**src/rtl/arbiter_lv1_lv2.sv**
```systemverilog
// ============================================================================
// Module   : arbiter_lv1_lv2
// Brief    : Round-robin arbiter for the shared lv1-lv2 bus (processor + snoop)
// Revision : 1.0 - initial release
// ============================================================================
`default_nettype none

module arbiter_lv1_lv2 #(
  parameter int NUM_CORES = 4,
  parameter int TIMEOUT   = 1024,
  parameter int TMR_WID   = 11
) (
  input  logic                 clk,
  input  logic                 rst,
  input  logic [NUM_CORES-1:0] bus_lv1_lv2_req_proc_dl,
  input  logic [NUM_CORES-1:0] bus_lv1_lv2_req_proc_il,
  input  logic [NUM_CORES-1:0] bus_lv1_lv2_req_snoop,
  output logic [NUM_CORES-1:0] bus_lv1_lv2_gnt_proc_dl,
  output logic [NUM_CORES-1:0] bus_lv1_lv2_gnt_proc_il,
  output logic [NUM_CORES-1:0] bus_lv1_lv2_gnt_snoop,
  output logic                 bus_busy,
  output logic                 arb_timeout
);

  localparam int NP = 2 * NUM_CORES;
  localparam int PW = (NP > 1) ? $clog2(NP) : 1;
  localparam int CW = (NUM_CORES > 1) ? $clog2(NUM_CORES) : 1;
  localparam logic [TMR_WID-1:0] TMR_MAX = TMR_WID'(TIMEOUT);

  typedef enum logic [1:0] {
    IDLE       = 2'd0,
    PROC       = 2'd1,
    PROC_SNOOP = 2'd2
  } state_t;

  state_t               state_q, state_d;
  logic [PW-1:0]        owner_q, owner_d;
  logic [CW-1:0]        snooper_q, snooper_d;
  logic [PW-1:0]        proc_ptr_q, proc_ptr_d;
  logic [CW-1:0]        snoop_ptr_q, snoop_ptr_d;
  logic [NP-1:0]        pgnt_q, pgnt_d;
  logic [NUM_CORES-1:0] sgnt_q, sgnt_d;
  logic                 busy_q;
  logic [TMR_WID-1:0]   tmr_q, tmr_d;
  logic                 timeout_q, timeout_d;

  logic [NP-1:0]        req_proc;
  logic [NUM_CORES-1:0] snoop_elig;
  logic [CW-1:0]        owner_core;
  logic                 proc_found, snoop_found;
  logic [PW-1:0]        proc_pick;
  logic [CW-1:0]        snoop_pick;
  logic                 gnt_change;
  logic                 gnt_held;

  function automatic logic [PW-1:0] add_p(input logic [PW-1:0] base, input int off);
    int s;
    s = int'(base) + off;
    if (s >= NP) s = s - NP;
    return s[PW-1:0];
  endfunction

  function automatic logic [CW-1:0] add_c(input logic [CW-1:0] base, input int off);
    int s;
    s = int'(base) + off;
    if (s >= NUM_CORES) s = s - NUM_CORES;
    return s[CW-1:0];
  endfunction

  // Flat processor index: even = data cache, odd = instruction cache of core p/2
  always_comb begin
    req_proc = '0;
    for (int c = 0; c < NUM_CORES; c++) begin
      req_proc[2*c]   = bus_lv1_lv2_req_proc_dl[c];
      req_proc[2*c+1] = bus_lv1_lv2_req_proc_il[c];
    end
  end

  assign owner_core = CW'(owner_q >> 1);

  // A dl owner cannot be snooped by its own core's data cache
  always_comb begin
    snoop_elig = bus_lv1_lv2_req_snoop;
    if (!owner_q[0]) snoop_elig[owner_core] = 1'b0;
  end

  always_comb begin
    proc_found = 1'b0;
    proc_pick  = proc_ptr_q;
    for (int i = 0; i < NP; i++) begin
      if (!proc_found && req_proc[add_p(proc_ptr_q, i)]) begin
        proc_found = 1'b1;
        proc_pick  = add_p(proc_ptr_q, i);
      end
    end
  end

  always_comb begin
    snoop_found = 1'b0;
    snoop_pick  = snoop_ptr_q;
    for (int i = 0; i < NUM_CORES; i++) begin
      if (!snoop_found && snoop_elig[add_c(snoop_ptr_q, i)]) begin
        snoop_found = 1'b1;
        snoop_pick  = add_c(snoop_ptr_q, i);
      end
    end
  end

  always_comb begin
    state_d     = state_q;
    owner_d     = owner_q;
    snooper_d   = snooper_q;
    proc_ptr_d  = proc_ptr_q;
    snoop_ptr_d = snoop_ptr_q;
    pgnt_d      = pgnt_q;
    sgnt_d      = sgnt_q;
    case (state_q)
      IDLE: begin
        if (proc_found) begin
          owner_d = proc_pick;
          pgnt_d  = {{(NP-1){1'b0}}, 1'b1} << proc_pick;
          state_d = PROC;
        end
      end
      PROC: begin
        if (!req_proc[owner_q]) begin
          pgnt_d     = '0;
          proc_ptr_d = add_p(owner_q, 1);
          state_d    = IDLE;
        end else if (snoop_found) begin
          snooper_d = snoop_pick;
          sgnt_d    = {{(NUM_CORES-1){1'b0}}, 1'b1} << snoop_pick;
          state_d   = PROC_SNOOP;
        end
      end
      PROC_SNOOP: begin
        // Owner release takes priority and ends the snoop on the same edge
        if (!req_proc[owner_q]) begin
          pgnt_d      = '0;
          sgnt_d      = '0;
          proc_ptr_d  = add_p(owner_q, 1);
          snoop_ptr_d = add_c(snooper_q, 1);
          state_d     = IDLE;
        end else if (!bus_lv1_lv2_req_snoop[snooper_q]) begin
          sgnt_d      = '0;
          snoop_ptr_d = add_c(snooper_q, 1);
          state_d     = PROC;
        end
      end
      default: state_d = IDLE;
    endcase
  end

  assign gnt_change = (pgnt_d != pgnt_q) || (sgnt_d != sgnt_q);
  assign gnt_held   = (|pgnt_q) || (|sgnt_q);

  always_comb begin
    tmr_d = tmr_q;
    if (gnt_change)                    tmr_d = '0;
    else if (gnt_held && tmr_q != TMR_MAX) tmr_d = tmr_q + 1'b1;
    timeout_d = timeout_q | (tmr_d == TMR_MAX);
  end

  always_ff @(posedge clk) begin
    if (rst) begin
      state_q     <= IDLE;
      owner_q     <= '0;
      snooper_q   <= '0;
      proc_ptr_q  <= '0;
      snoop_ptr_q <= '0;
      pgnt_q      <= '0;
      sgnt_q      <= '0;
      busy_q      <= 1'b0;
      tmr_q       <= '0;
      timeout_q   <= 1'b0;
    end else begin
      state_q     <= state_d;
      owner_q     <= owner_d;
      snooper_q   <= snooper_d;
      proc_ptr_q  <= proc_ptr_d;
      snoop_ptr_q <= snoop_ptr_d;
      pgnt_q      <= pgnt_d;
      sgnt_q      <= sgnt_d;
      busy_q      <= |pgnt_d;
      tmr_q       <= tmr_d;
      timeout_q   <= timeout_d;
    end
  end

  generate
    for (genvar c = 0; c < NUM_CORES; c++) begin : g_gnt_map
      assign bus_lv1_lv2_gnt_proc_dl[c] = pgnt_q[2*c];
      assign bus_lv1_lv2_gnt_proc_il[c] = pgnt_q[2*c+1];
    end
  endgenerate

  assign bus_lv1_lv2_gnt_snoop = sgnt_q;
  assign bus_busy              = busy_q;
  assign arb_timeout           = timeout_q;

endmodule

`default_nettype wire

```
**config.mk**
```make
export PLATFORM = sky130hd
export DESIGN_NAME = arbiter_lv1_lv2
export DESIGN_NICKNAME = d
export VERILOG_FILES = /design/src/rtl/arbiter_lv1_lv2.sv
export SDC_FILE = /design/constraint.sdc
export NUM_CORES = 1
export LEC_CHECK = 0
export ABC_AREA = 1
export BUFFER_PORTS_ARGS = -buffer_cell sky130_fd_sc_hd__buf_2
export CAP_MARGIN = 10
export CELL_PAD_IN_SITES_DETAIL_PLACEMENT = 1
export CELL_PAD_IN_SITES_GLOBAL_PLACEMENT = 2
export CORE_MARGIN = 5
export CORE_UTILIZATION = 30
export CTS_CLUSTER_DIAMETER = 100
export DETAILED_ROUTE_END_ITERATION = 8
export PLACE_DENSITY = 0.78
export SYNTH_ARGS = -nofsm -noshare
export SYNTH_HDL_FRONTEND = slang
export SYNTH_SLANG_ARGS = --single-unit
export TNS_END_PERCENT = 1
```
**constraint.sdc**
```tcl
create_clock -name clk -period 5.6 [get_ports clk]
set_clock_uncertainty 0.05 [all_clocks]
set_input_delay 0.84 -clock clk [delete_from_list [all_inputs] [get_ports clk]]
set_output_delay 0.84 -clock clk [all_outputs]
set_load 0.01 [all_outputs]
```
# Word-level counts from Yosys, hierarchy flattened
# Cells that the tools add are included.
# word_totals
ff_bits,37
inputBits,14
output_inout_bits,14
elab_cells,204
# op_classes
n_addsub,27
n_lt_le_gt_ge,30
n_eq_ne,10
n_shift,2
muxes,87
bitwise,4
n_reduce_logical,34
# op_table
op,n
$mux 3,17
$lt 3x4->1 const B,9
$ge 4x4->1 const B,8
$mux 2,16
$bmux 1 s3,9
$mux 1,27
$sub 3x1->3 const B,9
$mux 11,2
$mux 4,5
$lt 2x3->1 const B,6
$add 3x3->4 const B,4
$mux 8,2
$pmux 8 s2,1
$reduce_or 8->1,2
$ge 3x3->1 const B,4
$logic_and 1x1->1,12
$add 11x1->11 const B,1
$eq 11x11->1 const B,1
$ne 11x11->1 const B,1
$bmux 1 s2,5
$logic_not 1->1,10
$sub 2x1->2 const B,5
$add 3x1->4 const B,2
$add 3x2->4 const B,2
26 further kinds,34

# Logic depth before layout (Yosys ltp)
# Gate-level depths: netlist (run 1).
# logic_depth
depth_word,34
depth_mapped,32
mapped_depth_nobuf,29

# Least setup slack after synthesis (run 1)
# No wires, ideal clock.
# synth_path
path_kind,reg2reg
startpoint,reg proc_ptr_q[0]
endpoint,reg tmr_q[2]
setup_ns,0.073
arrival_time_ns,3.085
required_ns,5.477
setup_slack_ns,2.392
stages_incl_launch_ff,26
n_path_buf,4
synth_period_minus_slack_ns,3.208
cell_sequence,dfxtp_1 > buf_6 > inv_4 > buf_6 > ha_1 > inv_1 > nand3_1 > nand2_1 > nand2_1 > nand2_2 > nand2_2 > nor2_4 > nand3_2 > nor4_1 > nand2_1 > o21ai_2 > nor2_1 > buf_2 > nand2_1 > nand2_1 > nand2_1 > nand2_1 > nor2_2 > nand2_2 > buf_6 > nor3b_2
# synth_between
elab_chain_cells,32
word_cells_on_any_way,83
classes_between,15 x add/sub; 8 x order compare; 1 x eq/ne; 1 x shift; 43 x mux; 15 x reduce/logical
# synth_lines
item,line,rtl
start: declaration,39,"logic [PW-1:0] proc_ptr_q, proc_ptr_d;"
start signal: assignment,180,proc_ptr_q <= proc_ptr_d;
"parallel branches: the longest is 27 deep, another holds $add 3x1->4",n/a,
$mux 8 *,119,if (proc_found) begin
$pmux 8 s2 *,117,case (state_q)
$ne 8x8->1 *,154,assign gnt_change = (pgnt_d != pgnt_q) || (sgnt_d != sgnt_q);
$logic_or 1x1->1 *,154,
$mux 11 *,159,if (gnt_change) tmr_d = '0;
end signal: assignment,185,tmr_q <= tmr_d;
end: declaration,44,"logic [TMR_WID-1:0] tmr_q, tmr_d;"
# Every way passes the cells marked *. The select of a mux whose other input is x is not followed.
# A chain may end at the register's enable or synchronous reset.

# Final worst setup path (run 1)
# layout_path
startpoint,reg proc_ptr_q[1]
endpoint,reg tmr_q[5]
# The elaborated chain is that of the path after synthesis.

==> results.txt, run 1 <==
- The flow ran to the end, and the final reports show no timing, DRC or antenna violations.
- The clock reaches the later pin of the worst-skew pair after ~290 ps.
- Yosys printed 0 warnings.
* Clock transition at the registers of the reported paths: 80 ps
- Final-report hold violation count: 0
* TritonCTS clock tree: done
- Hold depth: 2
- The initial antenna violation count came to 0.
- Entering global routing, the biggest net connects 29 pins.
- After synthesis, the share of flip-flops with an asynchronous set or reset is 0.
* Highest-delay cell along the critical path: dfxtp_1
- Post-layout nets: ~580
* Number of maximum-capacitance constraint violations: 0
- Along the worst path, the maximum fanout reaches 11.
* Count of mapped cells out of synthesis: 528
- STA classifies the critical path endpoint as a flip-flop.
- Critical path start-end classification: reg2reg
* TritonCTS Buffers: 5
- When the netlist entered floorplanning its net count stood at ~550.
- The netlist uses 42 different library cells.
- Setup violations remaining at the end of the flow were counted as 0.
- Final cycle utilization of the critical path: 0.726
- Once the clock tree was built, the resizer swapped 0 gates to a different size.
- In this design, the stage delay of the slowest critical-path cell is 550 ps.
- Number of search-and-repair iterations in the first detailed-routing pass: 4
- Antenna viol nets, final: 0
- Core Footprint: 10400 um2
* I/O Buffers: 27
* Antenna fix cells: 0
- Worst Setup Start Kind: flip-flop
* Area enclosed by the die boundary: 12900 um2
- Number of cells traversed by the worst register-to-register path: 21
* Worst slew pin tran: ~640 ps
- Relative to the synthesized area, the layout overhead comes to 11.0%.
- Number of flops mapped to enable cells by yosys: 0
* Final number of max-transition violations: 0
* Initial core utilization: 0.310
- Ordered list of cells on the worst path: inv_1, ha_1, inv_1, nand3_1, nand2_1, nand2_1, nand2_2, nand2_2, nor2_4, nand3_2, nor4_1, nand2_1, o21ai_2, a21oi_1, nand3_1, nand2_1, nor2_1, nand2_1, nor2_4, nand2_2, nor3b_1
* Unrepaired setup endpoints after global routing: false
* First-pass GRT wire length: 16400 um
- In the routed layout, each cell is associated on average with a via count of 4.87.
- Die width: around 110 um
* RePlAce Congestion: 0.852
- Postcts setup bufs: 0
- The via count of the first global-routing pass was 3578.
* Sum of negative setup slack: 0 ps
* Total vias in the final route: 3356
- Max Freq: 0.246 GHz
- The setup check on the worst reg-to-reg path leaves a slack of 1540 ps.
- Hold repair after CTS inserted 0 buffers.
* Share of layout cells above drive strength 1: 0.146
- After synthesis the netlist holds a flip-flop and latch count of 37.
- In this run the core area contains 37 standard-cell rows.
- 28 I/O pins were placed.
- Drt drc: 0
* Critical Path AT: around 4200 ps
- Clock tree root driver cell: clkbuf_8
- Total routing usage reported by global routing: 0.150
- Overflow left after global routing: 0
* Fin crit period: 4060 ps
- Clk buf depth: 2
* Placed wire-length estimate after detailed placement: about 7600 um
- In this run the tightest slew margin relative to its limit is 0.575.
- Syn avg cell area: 6.08 um2
* Required time reported for the critical path endpoint: 5760 ps
- Most common cell on crit path: nand2_1
* Post-synthesis sequential area ratio: 0.231
- Main synth FF type: dfxtp_1
* Initial drt markers: 85
- Routed WL: 9170 um
- From bottom edge to top edge, the die measures 113 um.
- Total clock sinks: 37
- Wire length per cell after detailed routing: roughly 13 um
* Hold/Removal Path Class: reg2reg
* Cell area after synthesis: between 3000 and 4000 um2
* H-tree depth: 2
-- state kept, by name (all words and copies together), names as in the netlist --
signal and flops:
tmr_q 11, state_q 2, snooper_q 2, owner_q 3, proc_ptr_q 3, pgnt_q 8
snoop_ptr_q 2, bus_lv1_lv2_gnt_snoop 4, arb_timeout 1, bus_busy 1
-- critical path, delay by kind of cell, from the launching register on --
family	cells	cell delay [ps]
DFF	1	550
and+or+nand+nor	16	2260
AOI/OAI and AO/OA	2	280
adders and majority gates	1	430
buffers and inverters	2	410
-- cells in the mapped netlist (2+ instances only) --
library cell	count	share of area
xnor2_1	4	0.011
nand3_2	3	0.0093
buf_2	3	0.0047
o21a_1	4	0.0093
dfxtp_1	37	0.23
nor3b_1	2	0.0047
buf_6	3	0.011
nor2_4	3	0.011
nand2_2	15	0.029
o211ai_1	2	0.0047
nor2_2	5	0.0097
inv_1	52	0.061
nor3_2	4	0.012
nor2_1	43	0.050
nand3_1	77	0.12
nor3b_2	5	0.019
nand4_1	3	0.0058
xor2_1	15	0.041
clkinv_1	3	0.0035
a21oi_2	2	0.0055
o21bai_1	2	0.0047
ha_1	9	0.035
a21oi_1	21	0.033
clkbuf_1	2	0.0023
o21ai_0	22	0.034
inv_2	5	0.0058
nor4_1	6	0.012
nor3_1	5	0.0078
nand2_1	157	0.18
and3_1	2	0.0039
-- metal layers --
| metal | track usage | part of all wire | vias to the layer above |
|---|---|---|---|
| met5 | 0 | 0 | - |
| met4 | 0.0296 | 0.012 | 0 |
| met3 | 0.0196 | 0.014 | 8 |
| met2 | 0.275 | 0.50 | 17 |
| met1 | 0.188 | 0.47 | 1578 |
| li1 | - | - | 1753 |
-- cells by family after synthesis --
family | synth area share
mux | 0.00312
simple gates | 0.485
flops | 0.231
compound gates | 0.100
buf+inv | 0.0947
xor+xnor | 0.0518
fa+ha+maj | 0.0351
-- path summary, 6_finish.rpt --
check                        startpoint                endpoint
min              arb_timeout$_SDFF_PP0_  arb_timeout$_SDFF_PP0_
min reg2reg      arb_timeout$_SDFF_PP0_  arb_timeout$_SDFF_PP0_
max          proc_ptr_q[1]$_SDFFE_PP0P_     tmr_q[5]$_SDFF_PP0_
max reg2reg  proc_ptr_q[1]$_SDFFE_PP0P_     tmr_q[5]$_SDFF_PP0_
-- cell usage in the layout (no fill, tap or decap), types with 2 or more instances in the layout --
master / n
nand2_1: 157
nand3_1: 77
inv_1: 52
nor2_1: 43
dfxtp_1: 37
buf_2: 27
o21ai_0: 22
a21oi_1: 21
xor2_1: 15
nand2_2: 15
ha_1: 9
nor4_1: 6
nor3_1: 5
inv_2: 5
nor2_2: 5
nor3b_2: 5
clkbuf_8: 5
xnor2_1: 4
o21a_1: 4
nor3_2: 4
nand4_1: 3
nor2_4: 3
clkinv_1: 3
nand3_2: 3
o21bai_1: 2
a21oi_2: 2
o211ai_1: 2
and3_1: 2
nor3b_1: 2
-- per-stage QoR --
step                worst slack, ps  cell area [um2]  utilization  instances  hold WS [ps]
global placement               1610             3450        0.333        681           388
floorplan                      2390             3210            -        528           424
global route                   1100             3560        0.344        689           442
CTS                            1490             3560        0.344        689           409
finish                         1540             3560        0.344        689           399
detailed placement             1500             3450        0.333        681           397
-- cell type report --
type / instances / area, um2
Inverter: 62 / 236
Clock inverter: 3 / 46.3
Multi-Input combinational cell: 419 / 2170
Fill cell: 1398 / 6810
Tap cell: 136 / 170
Clock buffer: 5 / 68.8
Timing Repair Buffer: 27 / 135
Sequential cell: 37 / 741
Power of run 1 is not shown: default switching activity piles up to over one toggle a cycle in this logic, so the estimate is an artifact.
==> run 2: changes to the inputs <==
- ABC_AREA: 1 -> 0
- PLACE_DENSITY: 0.78 -> 0.73
- clock period: 5.6 -> 3.7 ns (I/O delays scaled with it)
==> run 2 against run 1 <==
  * The flow now finishes with violations (negative setup slack)
  * Non-clock buffer count grew 93
  * Clock-buffer cell count grew 1
  * Sequential cell count is the same
  * First-iteration DRC count grew 59%
  * Synthesized area grew 11%
  * Setup slack lost 1800 ps
  * Register-to-register slack lost 1800 ps
  * Synthesized cell count shrank 15%
  * Via count grew 16%
  * Cell count grew 0.29%
==> results.txt, run 2 <==
* Worst-case vdd ir drop: 0.000294 V
- TritonCTS clock tree: done
* Worst slack on hold paths: 439 ps
* Wire length per cell after detailed routing: 18.5 um
* Capturing element of the worst setup path: tmr_q[1]$_SDFF_PP0_
- Clock-pin slew was measured on the worst setup and hold paths at 60 ps.
* Row cnt: 39
* Dominant combinational cell family by area after synthesis: simple AND/OR/NAND/NOR gates
- Setup slack, reg-to-reg: -250 ps
* Compound-cell area share of the yosys netlist: 0.226
- Unrepaired setup endpoints after global routing: true
* Endpoint type of the worst setup path: flip-flop
- Die width: ~120 um
- Status: finished, violations left
- Final setup fails: 12
* GRT met3 Usage: 0.0209
* GR met1 Demand/Resource: 0.229
- First-pass GRT wire length: about 21000 um
* Drt drc: 0
- Launch point of the critical path: proc_ptr_q[0]$_SDFFE_PP0P_
* Static Leakage: 1.89 nW
- The register with the most flip-flops in the final layout is tmr_q.
- Initial drt markers: about 140
- Of the cells placed in the final design, the portion with a size suffix greater than 1 is 0.372.
- Area fraction in and, or, nand and nor cells after synthesis: 0.253
- Number of flops mapped to enable cells by yosys: 0
- For this block, the via count after detailed routing is approximately 3900.
* I/O Buffers: 27
- Routed WL: 12800 um
- Prior to clock tree synthesis, the placed netlist has a worst setup slack of -437 ps.
- In the routed layout, each cell is associated on average with a via count of between 5 and 6.
- The biggest area contributor in the post-synthesis netlist is dfxtp_1.
- The final max-slew violation count came to 0.
* Power density normalized to cell area: ~1000 nW/um2
- The initial antenna violation count is 0.
- The critical path is of the reg2reg type.
* Count of different cell masters after synthesis: 75
- Required time reported for the critical path endpoint: between 3000 and 4000 ps
- Synthesis produced a netlist with a net count of 472.
* Clk buf depth: 2
* Final cycle utilization of the critical path: 1.07
- Main synth FF type: dfxtp_1
- The endpoint identified for the worst register-to-register timing path is tmr_q[1]$_SDFF_PP0_.
- After global routing the overflow that remains totals 0.
- Of the total synthesized cell area, the portion taken by XOR and XNOR cells is 0.0462.
- Total clock sinks: 37
- Cell area after synthesis: 3580 um2
- Final-report hold violation count: 0
- The H-tree generated during clock tree synthesis spans 2 levels.
* Hold/Removal Path Class: reg2reg
- Max Freq: 0.253 GHz
- Area enclosed by the die boundary: 14200 um2
* Max FFs per register: 11
- Commonest cells after routing, fill and taps aside: 88 x buf_4, 47 x nor2_1, 45 x nand2_1
- The checks that failed: negative setup slack.
- Area share of the largest cell type after synthesis: 0.207
- The first detailed-routing pass ran for 4 iterations.
- Number of maximum-capacitance constraint violations: 0
- Setup slack after layout: -250 ps
- Post-synthesis sequential area ratio: 0.207
- The number of antenna diodes in the final layout is 0.
* Critical Path AT: slightly above 4000 ps
* Cell with the most instances after synthesis: nor2_1
- Peak-usage layer in the global routing report: met2
* Count of mapped cells out of synthesis: 449
* Fin crit period: 3950 ps
- Headroom to the max-slew limit came out at 0.602.
- The detail route stage leaves a number of antenna-violating nets equal to 0.
* Maximum number of pins on one net before global-route repair: 28
* Top-level port count: 28
* Share of synthesized flip-flops with an asynchronous set or reset: 0
- The synthesized design contains 37 register bits.
* Area delta synth->final: 36.9%
* Core Footprint: ~12000 um2
- Via count of the first global-routing pass: 4127
- Of the total synthesized cell area, the portion taken by full adders, half adders and majority gates is 0.0343.
- Measured along the y axis, the die boundary spans 119 um.
* Placed wire-length estimate after detailed placement: 9270 um
- Peak fanout along the critical path: 6
* Cell types with the largest area share after synthesis: dfxtp_1 21%, mux4_2 11%, nor2_1 5.0%, nand2_1 4.8%, mux2i_1 4.2%
* Syn avg cell area: 7.97 um2
- Multiplexer fraction of the synthesized cell area: 0.166
- The tree is rooted in a clkbuf_16.
- Worst reg2reg startpoint: proc_ptr_q[0]$_SDFFE_PP0P_
* TritonCTS Buffers: 5
* Synthesis Warnings: 0
* Met2 GRT Util: 0.325
- Leaving out fill and tap cells, the most frequent cell in the layout is buf_4.
- Initial core utilization: 0.309
- Total routing usage reported by global routing: 0.180
* Worst Setup Start Kind: flip-flop
- At the end of routability-driven placement, the weighted congestion stood at 0.833.
- For the pin with the worst max-slew slack, the measured transition is approximately 600 ps.
- Cell types with the highest counts after synthesis: 48 x nor2_1, 46 x nand2_1, 37 x dfxtp_1
* Clock insertion delay at the later pin of the skew report: 280 ps
* Number of cells traversed by the worst register-to-register path: 13
- The final layout contains 570 nets.
-- run 2: logic make-up after synthesis --
group           Yosys count
fa+ha+maj                10
simple gates            182
mux                      37
compound gates          112
flops                    37
xor+xnor                 18
buf+inv                  53
-- run 2: where the power goes --
group / switching (mW) / internal, mW
clock: 0.172 / 0.248
combinational: 2.11 / 1.87
sequential: 0.117 / 0.479
total: 2.39 / 2.60
-- run 2: timing repair --
action                                 CTS  global route
endpoints found under the hold margin    0             0
hold buffers                             0             0
setup buffers                           11             0
setup endpoints to repair               12            12
pin swaps                               23             4
gates resized for setup                 42            17
cloned                                   1             0
-- run 2: final cells by class --
type,count,area (um2)
clock buffers,6,129
clock inverters,2,10.0
fillers,1358,6670
inverters,23,88.8
multi-input cells,360,2880
flip-flops and latches,37,743
well taps,143,179
repair buffers,120,870
-- run 2: worst min path at each step --
stage	start	to	slack [ps]	depth (start not counted)
after global placement	arb_timeout$_SDFF_PP0_	arb_timeout$_SDFF_PP0_	390	2
after detailed placement	arb_timeout$_SDFF_PP0_	arb_timeout$_SDFF_PP0_	400	2
final	arb_timeout$_SDFF_PP0_	arb_timeout$_SDFF_PP0_	440	2
after global routing	arb_timeout$_SDFF_PP0_	arb_timeout$_SDFF_PP0_	470	2
after floorplan	arb_timeout$_SDFF_PP0_	arb_timeout$_SDFF_PP0_	430	2
after CTS	arb_timeout$_SDFF_PP0_	arb_timeout$_SDFF_PP0_	420	2
-- run 2: metal layers --
layer  routed length [um]  vias to the layer above
li1                     -                     1874
met1                 5800                     1943
met2                 6510                       51
met3                  278                       16
met4                  167                        0
met5                    0                        -
-- run 2: stage by stage --
stage | util | std cells | TNS, ps | instance area (um2) | total power [mW]
final | 0.423 | 691 | -1920 | 4900 | 4.99
after global routing | 0.423 | 691 | -3230 | 4900 | 5.35
after CTS | 0.416 | 691 | -557 | 4810 | 4.80
after detailed placement | 0.380 | 671 | -4080 | 4390 | 3.95
after global placement | 0.380 | 671 | -4590 | 4390 | 3.87
after floorplan | - | 449 | -7350 | 3620 | 2.64
-- run 2: worst max-delay path, cell delays in order (launching register included) --
cell      delay (ps)
dfxtp_2          350
inv_4             50
ha_4             250
buf_12           140
mux2i_4          180
mux4_2           520
and2_4           170
o21a_4           220
o211a_1          150
or4_4            550
o211ai_4         200
a31oi_4          130
or4_4            650
nor4b_4          230
No activity file was read; power rests on OpenSTA's default activity.
